==> config.mk <==
export PLATFORM = sky130hd
export DESIGN_NAME = code_mem_arbiter_flat
export DESIGN_NICKNAME = d
export VERILOG_FILES = /design/src/rtl/code_mem_arbiter_if.sv /design/src/rtl/code_mem_arbiter.sv /design/src/flat_wrapper.sv
export SDC_FILE = /design/constraint.sdc
export NUM_CORES = 1
export LEC_CHECK = 0
export CORE_ASPECT_RATIO = 1.1
export CORE_MARGIN = 2
export CORE_UTILIZATION = 28
export CTS_CLUSTER_SIZE = 25
export DETAILED_ROUTE_END_ITERATION = 16
export PLACE_DENSITY_LB_ADDON = 0.25
export SYNTH_ARGS = -nofsm -noshare
export SYNTH_HDL_FRONTEND = slang
export SYNTH_SLANG_ARGS = --single-unit
==> constraint.sdc <==
create_clock -name clock -period 1.9 [get_ports clock]
set_input_delay 0.38 -clock clock [delete_from_list [all_inputs] [get_ports clock]]
set_output_delay 0.38 -clock clock [all_outputs]
set_load 0.05 [all_outputs]
==> src/rtl/code_mem_arbiter_if.sv <==
// Code memory arbiter bus: fetch side, loader port and memory lines.
// slave = arbiter, master = surrounding fetch/loader/memory environment.
interface code_mem_arbiter_if #(
  parameter int ADDR_SIZE = 18,
  parameter int WORD_SIZE = 18
);
  logic [ADDR_SIZE-1:0] fetch_addr;
  logic [WORD_SIZE-1:0] fetch_data;
  logic                 fetch_stall;
  logic                 loader_req;
  logic                 loader_we;
  logic [ADDR_SIZE-1:0] loader_addr;
  logic [WORD_SIZE-1:0] loader_wdata;
  logic                 loader_lock;
  logic                 loader_ack;
  logic [WORD_SIZE-1:0] loader_rdata;
  logic                 cpu_reset;
  logic [ADDR_SIZE-1:0] mem_addr;
  logic                 mem_we;
  logic [WORD_SIZE-1:0] mem_wdata;
  logic [WORD_SIZE-1:0] mem_rdata;

  modport slave (
    input  fetch_addr, loader_req, loader_we,
    input  loader_addr, loader_wdata, loader_lock,
    input  mem_rdata,
    output fetch_data, fetch_stall, loader_ack,
    output loader_rdata, cpu_reset,
    output mem_addr, mem_we, mem_wdata
  );

  modport master (
    output fetch_addr, loader_req, loader_we,
    output loader_addr, loader_wdata, loader_lock,
    output mem_rdata,
    input  fetch_data, fetch_stall, loader_ack,
    input  loader_rdata, cpu_reset,
    input  mem_addr, mem_we, mem_wdata
  );
endinterface

==> src/rtl/code_mem_arbiter.sv <==
// Single-port code memory arbiter between instruction fetch and the
// program loader/debug port, with locked bulk-download mode.
module code_mem_arbiter #(
  parameter int ADDR_SIZE = 18,
  parameter int WORD_SIZE = 18
) (
  input logic clock,
  input logic reset,
  code_mem_arbiter_if.slave bus
);

  typedef enum logic [1:0] {
    FETCH = 2'd0,
    LOAD  = 2'd1,
    DONE  = 2'd2
  } state_e;

  state_e               state_q, state_d;
  logic                 ack_q, ack_d;
  logic                 cpu_reset_q, cpu_reset_d;
  logic [WORD_SIZE-1:0] rdata_q, rdata_d;
  logic                 rd_done;

  always_ff @(posedge clock or negedge reset) begin
    if (!reset) begin
      state_q     <= FETCH;
      ack_q       <= 1'b0;
      cpu_reset_q <= 1'b0;
      rdata_q     <= '0;
    end else begin
      state_q     <= state_d;
      ack_q       <= ack_d;
      cpu_reset_q <= cpu_reset_d;
      rdata_q     <= rdata_d;
    end
  end

  always_comb begin
    state_d = state_q;
    unique case (state_q)
      FETCH: if (bus.loader_req) state_d = LOAD;
      LOAD:  state_d = DONE;
      DONE: begin
        if (bus.loader_req && bus.loader_lock)
          state_d = LOAD;
        else
          state_d = FETCH;
      end
      default: state_d = FETCH;
    endcase
  end

  // Memory returns the loader word during DONE; hold it once DONE ends.
  assign rd_done = (state_q == DONE) && !bus.loader_we;

  always_comb begin
    ack_d       = (state_d == DONE);
    cpu_reset_d = cpu_reset_q;
    if (bus.loader_lock)
      cpu_reset_d = 1'b1;
    else if (state_d == FETCH)
      cpu_reset_d = 1'b0;
    rdata_d = rd_done ? bus.mem_rdata : rdata_q;
  end

  always_comb begin
    bus.mem_addr    = bus.fetch_addr;
    bus.mem_we      = 1'b0;
    bus.mem_wdata   = bus.loader_wdata;
    bus.fetch_stall = 1'b0;
    unique case (state_q)
      FETCH: ;
      LOAD: begin
        bus.mem_addr    = bus.loader_addr;
        bus.mem_we      = bus.loader_we;
        bus.fetch_stall = 1'b1;
      end
      DONE: bus.fetch_stall = 1'b1;
      default: ;
    endcase
  end

  assign bus.fetch_data   = bus.mem_rdata;
  assign bus.loader_ack   = ack_q;
  assign bus.cpu_reset    = cpu_reset_q;
  assign bus.loader_rdata = rd_done ? bus.mem_rdata : rdata_q;

endmodule

==> src/flat_wrapper.sv <==
// flat-port wrapper written by rule: the top's interface ports become plain ports
module code_mem_arbiter_flat 
#(
  parameter int ADDR_SIZE = 18,
  parameter int WORD_SIZE = 18
)
  (clock, reset, bus_fetch_addr, bus_loader_req, bus_loader_we, bus_loader_addr, bus_loader_wdata, bus_loader_lock, bus_mem_rdata, bus_fetch_data, bus_fetch_stall, bus_loader_ack, bus_loader_rdata, bus_cpu_reset, bus_mem_addr, bus_mem_we, bus_mem_wdata);
  code_mem_arbiter_if #(.ADDR_SIZE(ADDR_SIZE), .WORD_SIZE(WORD_SIZE)) bus_i ();
  input logic clock;
  input logic reset;
  input wire logic [$bits(bus_i.fetch_addr)-1:0] bus_fetch_addr;
  input wire logic [$bits(bus_i.loader_req)-1:0] bus_loader_req;
  input wire logic [$bits(bus_i.loader_we)-1:0] bus_loader_we;
  input wire logic [$bits(bus_i.loader_addr)-1:0] bus_loader_addr;
  input wire logic [$bits(bus_i.loader_wdata)-1:0] bus_loader_wdata;
  input wire logic [$bits(bus_i.loader_lock)-1:0] bus_loader_lock;
  input wire logic [$bits(bus_i.mem_rdata)-1:0] bus_mem_rdata;
  output wire logic [$bits(bus_i.fetch_data)-1:0] bus_fetch_data;
  output wire logic [$bits(bus_i.fetch_stall)-1:0] bus_fetch_stall;
  output wire logic [$bits(bus_i.loader_ack)-1:0] bus_loader_ack;
  output wire logic [$bits(bus_i.loader_rdata)-1:0] bus_loader_rdata;
  output wire logic [$bits(bus_i.cpu_reset)-1:0] bus_cpu_reset;
  output wire logic [$bits(bus_i.mem_addr)-1:0] bus_mem_addr;
  output wire logic [$bits(bus_i.mem_we)-1:0] bus_mem_we;
  output wire logic [$bits(bus_i.mem_wdata)-1:0] bus_mem_wdata;
  assign bus_i.fetch_addr = bus_fetch_addr;
  assign bus_i.loader_req = bus_loader_req;
  assign bus_i.loader_we = bus_loader_we;
  assign bus_i.loader_addr = bus_loader_addr;
  assign bus_i.loader_wdata = bus_loader_wdata;
  assign bus_i.loader_lock = bus_loader_lock;
  assign bus_i.mem_rdata = bus_mem_rdata;
  assign bus_fetch_data = bus_i.fetch_data;
  assign bus_fetch_stall = bus_i.fetch_stall;
  assign bus_loader_ack = bus_i.loader_ack;
  assign bus_loader_rdata = bus_i.loader_rdata;
  assign bus_cpu_reset = bus_i.cpu_reset;
  assign bus_mem_addr = bus_i.mem_addr;
  assign bus_mem_we = bus_i.mem_we;
  assign bus_mem_wdata = bus_i.mem_wdata;
  code_mem_arbiter #(.ADDR_SIZE(ADDR_SIZE), .WORD_SIZE(WORD_SIZE)) u_core (.clock(clock), .reset(reset), .bus(bus_i));
endmodule
== Word-level counts from Yosys, hierarchy flattened ==
Index checks and enable logic that the tools add are counted.

* Eq/ne operators: 3
* Reduce and logical (&&, ||, !) cells: 7
* Multiplexer cells: 9

{| class="wikitable"
|+ Operators by type and width
! kind !! count
|-
| 18-bit two-way mux || 2
|-
| 2-bit case mux with 3 select lines || 1
|-
| 1-bit two-way mux || 5
|-
| 2-bit equality test, second input constant || 2
|-
| 2-bit logical NOT || 2
|-
| 2-bit by 1-bit equality test with 1-bit output, second input constant || 1
|-
| 1-bit logical AND || 2
|-
| 2-bit two-way mux || 1
|-
| 2-bit nonzero test || 1
|-
| 2-bit OR reduction || 1
|-
| 1-bit logical NOT || 1
|}

* Flip-flop bits (word level): 22
* Input port bits: 77
* Output and inout bits: 76

== Longest topological paths before layout ==
* Depth after elaboration: 6
* Depth in mapped cells: 6
* Depth with buffers taken out: 5

== Worst setup path after synthesis ==
Ideal clock, no wire load.

* Path kind: reg-to-output
* Start: reg u_core.bus.loader_ack (netlist name)
* End: out bus_loader_rdata[10]
* Cell stages (with the launch flop): 6
* Slack: -0.129 ns
* Arrival time: 1.649 ns
* Buffers on the path: 2
* Cell sequence: dfrtp_1 -> ha_1 -> nand2b_4 -> buf_6 -> buf_12 -> mux2_4

{| class="wikitable"
|+ RTL lines
! what !! line !! text
|-
| to (decl) || flat_wrapper.sv:21 || <nowiki>output wire logic [$bits(bus_i.loader_rdata)-1:0] bus_loader_rdata;</nowiki>
|}

==> run summary <==
Area contributors post-synth: dfrtp_1 (38%), mux2_2 (21%), buf_4 (19%)
Vias per std cell: 4.49
Fin crit share: 105%
RSZ-0062 raised after global routing: yes
DIE HEIGHT: 77.9 um
Synthesis Warnings: 0
Worst setup margin: -0.0972 ns
Critical path data arrival time: 1.62 ns
Sink Count: 21
R2R Setup Slk: 0.46 ns
Initial Util: 29.5%
Worst r2r src: u_core.bus.loader_ack
Initial DRC count: 10
Max Slew Vio Count: 0
Internal power: 2620 uW
GPL Wtd Cong: 0.745
CTS tree: yes
CP Capture Type: primary output
#FFs+latches synth: 21
Mapped Area: 1390 um2
Crit path required time: 1.52 ns
Core footprint: 4720 um2
Dpl ws: -0.185 ns
CTS H-tree lvls: 1
Worst Skew: 0.00444 ns
Clk Latency, worst-skew pair: 0.25 ns
Area fraction of the dominant cell type after synthesis: 37.8%
Sequential Power Share: 15.2%
Compound-cell area share of the yosys netlist: 1.71%
Failing checks: setup timing
CP peak stage delay: 0.44 ns
Total Die Area: 5550 um2
Initial antenna violation count: 0
Fin cells: 261
Die X: 71.2 um
Fraction of layout instances using a drive strength above 1: 57.1%
First-pass GRT wire length: 6240 um
Avg Cell Area, Syn: 12.5 um2
DRC errors left: 0
LEAKAGE: 0.00131 uW
Net Switching: 2440 uW
Tmin final: 2.00 ns
RR Endpoint: u_core.rdata_q[13]
Seq/Total Area, Yosys: 37.8%
Simple-Gate Fraction of Synth Area: 2.16%
Depth of the most critical reg-to-reg path: 5
Number of synthesized flops with an enable pin: 0
HP Class: input port to async pin
Outcome: complete, but fails checks
Placed cell count: 248
# IOs: 153
Max-slew headroom: 82.4%
Delay-heaviest family, CP: flip-flops
Hpwl dp: 3220 um
Clock network fraction of total power: 5.6%
Synth area leader: dfrtp_1
Largest family of logic cells by synthesized area: multiplexers
Routed len/inst: 16.5 um
Total length of routed wires: 4300 um
Sw frac: 48.2%
CP startpoint kind: flop
Synthesized net count: 192
Most instantiated library cell after synthesis: buf_4
Synth cell types: 17
Nets: 287
Clock tree buffer depth: 2
Final hold viol count: 0
Actual slew at the worst max-slew pin: 0.264 ns
Ys flop type: dfrtp_1
Number of antenna repair diodes: 0
Critical setup path kind: flop to primary output
CTS buffer count: 3
Clock-pin slew on the worst setup and hold paths: 0.07 ns
Fmax: 0.501 GHz
Crit path max fanout: 6
Row count: 26
Adder-cell share of the synthesized area: 3.60%
Post-Synthesis Cells: 111
Final setup fails: 36
ANT nets after route: 0
Logic pwr share: 79.2%
Largest net degree at the start of global routing: 22
XOR/XNOR Fraction of Synth Area: 0%
Area delta synth->final: 104%
Commonest cells in the netlist: buf_4 (36), mux2_2 (26), dfrtp_1 (21), mux2_4 (10), ha_1 (4)
Total GRT Usage: 14.0%
Maximum VDD drop: 0.907 mV
Drt first pass iters: 2
Port buffer count: 116
Crit-path cells: ha_4 > nand2b_4 > clkbuf_16 > mux2_4 > buf_6
Power density over the cells: 1780 nW/um2
Multiplexer share of the synthesized area: 31.8%
Number of max-cap violations: 0
Buf/Inv on CP: 2
Root Buffer Master: clkbuf_8
Hold_buf cts: 0
Slowest stage cell, crit path: dfrtp_2
Asr flop ratio synth: 100%
DR vias: 1171
Vias in the first global route: 1326
Gr ovfl total: 0
## registers in the layout, indices dropped and copies added (netlist names)
register and cells:
u_core.rdata_q 18, u_core.bus.cpu_reset 1, u_core.bus.loader_ack 1, u_core.state_q 1
## routing by layer
metal / GRT usage, % / share of wire [%]
met1: 14.4 / 34
met2: 25.6 / 52
met3: 5.06 / 11
met4: 5.09 / 2.6
met5: 0 / 0
## placed cells by master, fill, tap and decap left out, drive strengths merged
master and instances:
mux2 36, a31oi 1, dfrtp 21, nand2b 2, nor2 1, o21a 1, buf 71, and2 1
clkdlybuf4s50 57, inv 2, clkbuf 5, ha 4, o21ai 1, dlygate4sd2 1, a21oi 1
## how the worst max path moves through the flow
stage,startpoint,to,slack [ns],depth (start not counted)
6_report,u_core.bus.loader_ack,bus_loader_rdata[6],-0.1,5
5_1_grt,u_core.bus.loader_ack,bus_loader_rdata[12],-0.16,5
4_1_cts,u_core.bus.loader_ack,bus_loader_rdata[4],-0.13,5
3_5_place_dp,bus_loader_we,bus_loader_rdata[6],-0.19,5
3_3_place_gp,bus_loader_we,bus_loader_rdata[0],-0.15,5
2_1_floorplan,u_core.bus.loader_ack,bus_loader_rdata[10],0.008,5
## power groups by stage
| stage | logic [uW] | registers (uW) | clock network (uW) |
|---|---|---|---|
| 2_1_floorplan | 2350 | 813 | 0 |
| 3_3_place_gp | 3270 | 752 | 0 |
| 3_5_place_dp | 3300 | 765 | 0 |
| 4_1_cts | 3660 | 757 | 294 |
| 5_1_grt | 4160 | 788 | 319 |
| 6_report | 4000 | 769 | 282 |
## layout make-up
cell class,instances,area [um2]
fillers,361,1880
repair buffers,130,1590
multi-input cells,48,602
flip-flops and latches,21,527
well taps,56,70.1
clock buffers,4,45.0
inverters,2,7.51
## cells by family after synthesis
kind of cell | after synthesis
fa+ha+maj | 4
compound gates | 4
buf+inv | 42
mux | 36
simple gates | 4
flops | 21
## through the flow
step                      util [%]  TNS, ns  hold WS [ns]  cell area, um2  power (uW)
final                         60.2    -2.29         0.470            2840        5050
after global routing          60.2    -4.50         0.492            2840        5270
after detailed placement      52.3    -2.93         0.481            2470        4060
after CTS                     57.0    -2.96         0.476            2690        4710
after floorplan                  -        0        0.0844            1390        3160
after global placement        52.3    -2.48         0.476            2470        4020
## what timing repair did
item                       in CTS  in global routing
cloned                          1                  1
setup endpoints to repair      36                 36
resized for setup              40                 26
setup buffers                   3                  4
pin swaps                       1                  0
No activity file was read; power rests on OpenSTA's default activity.
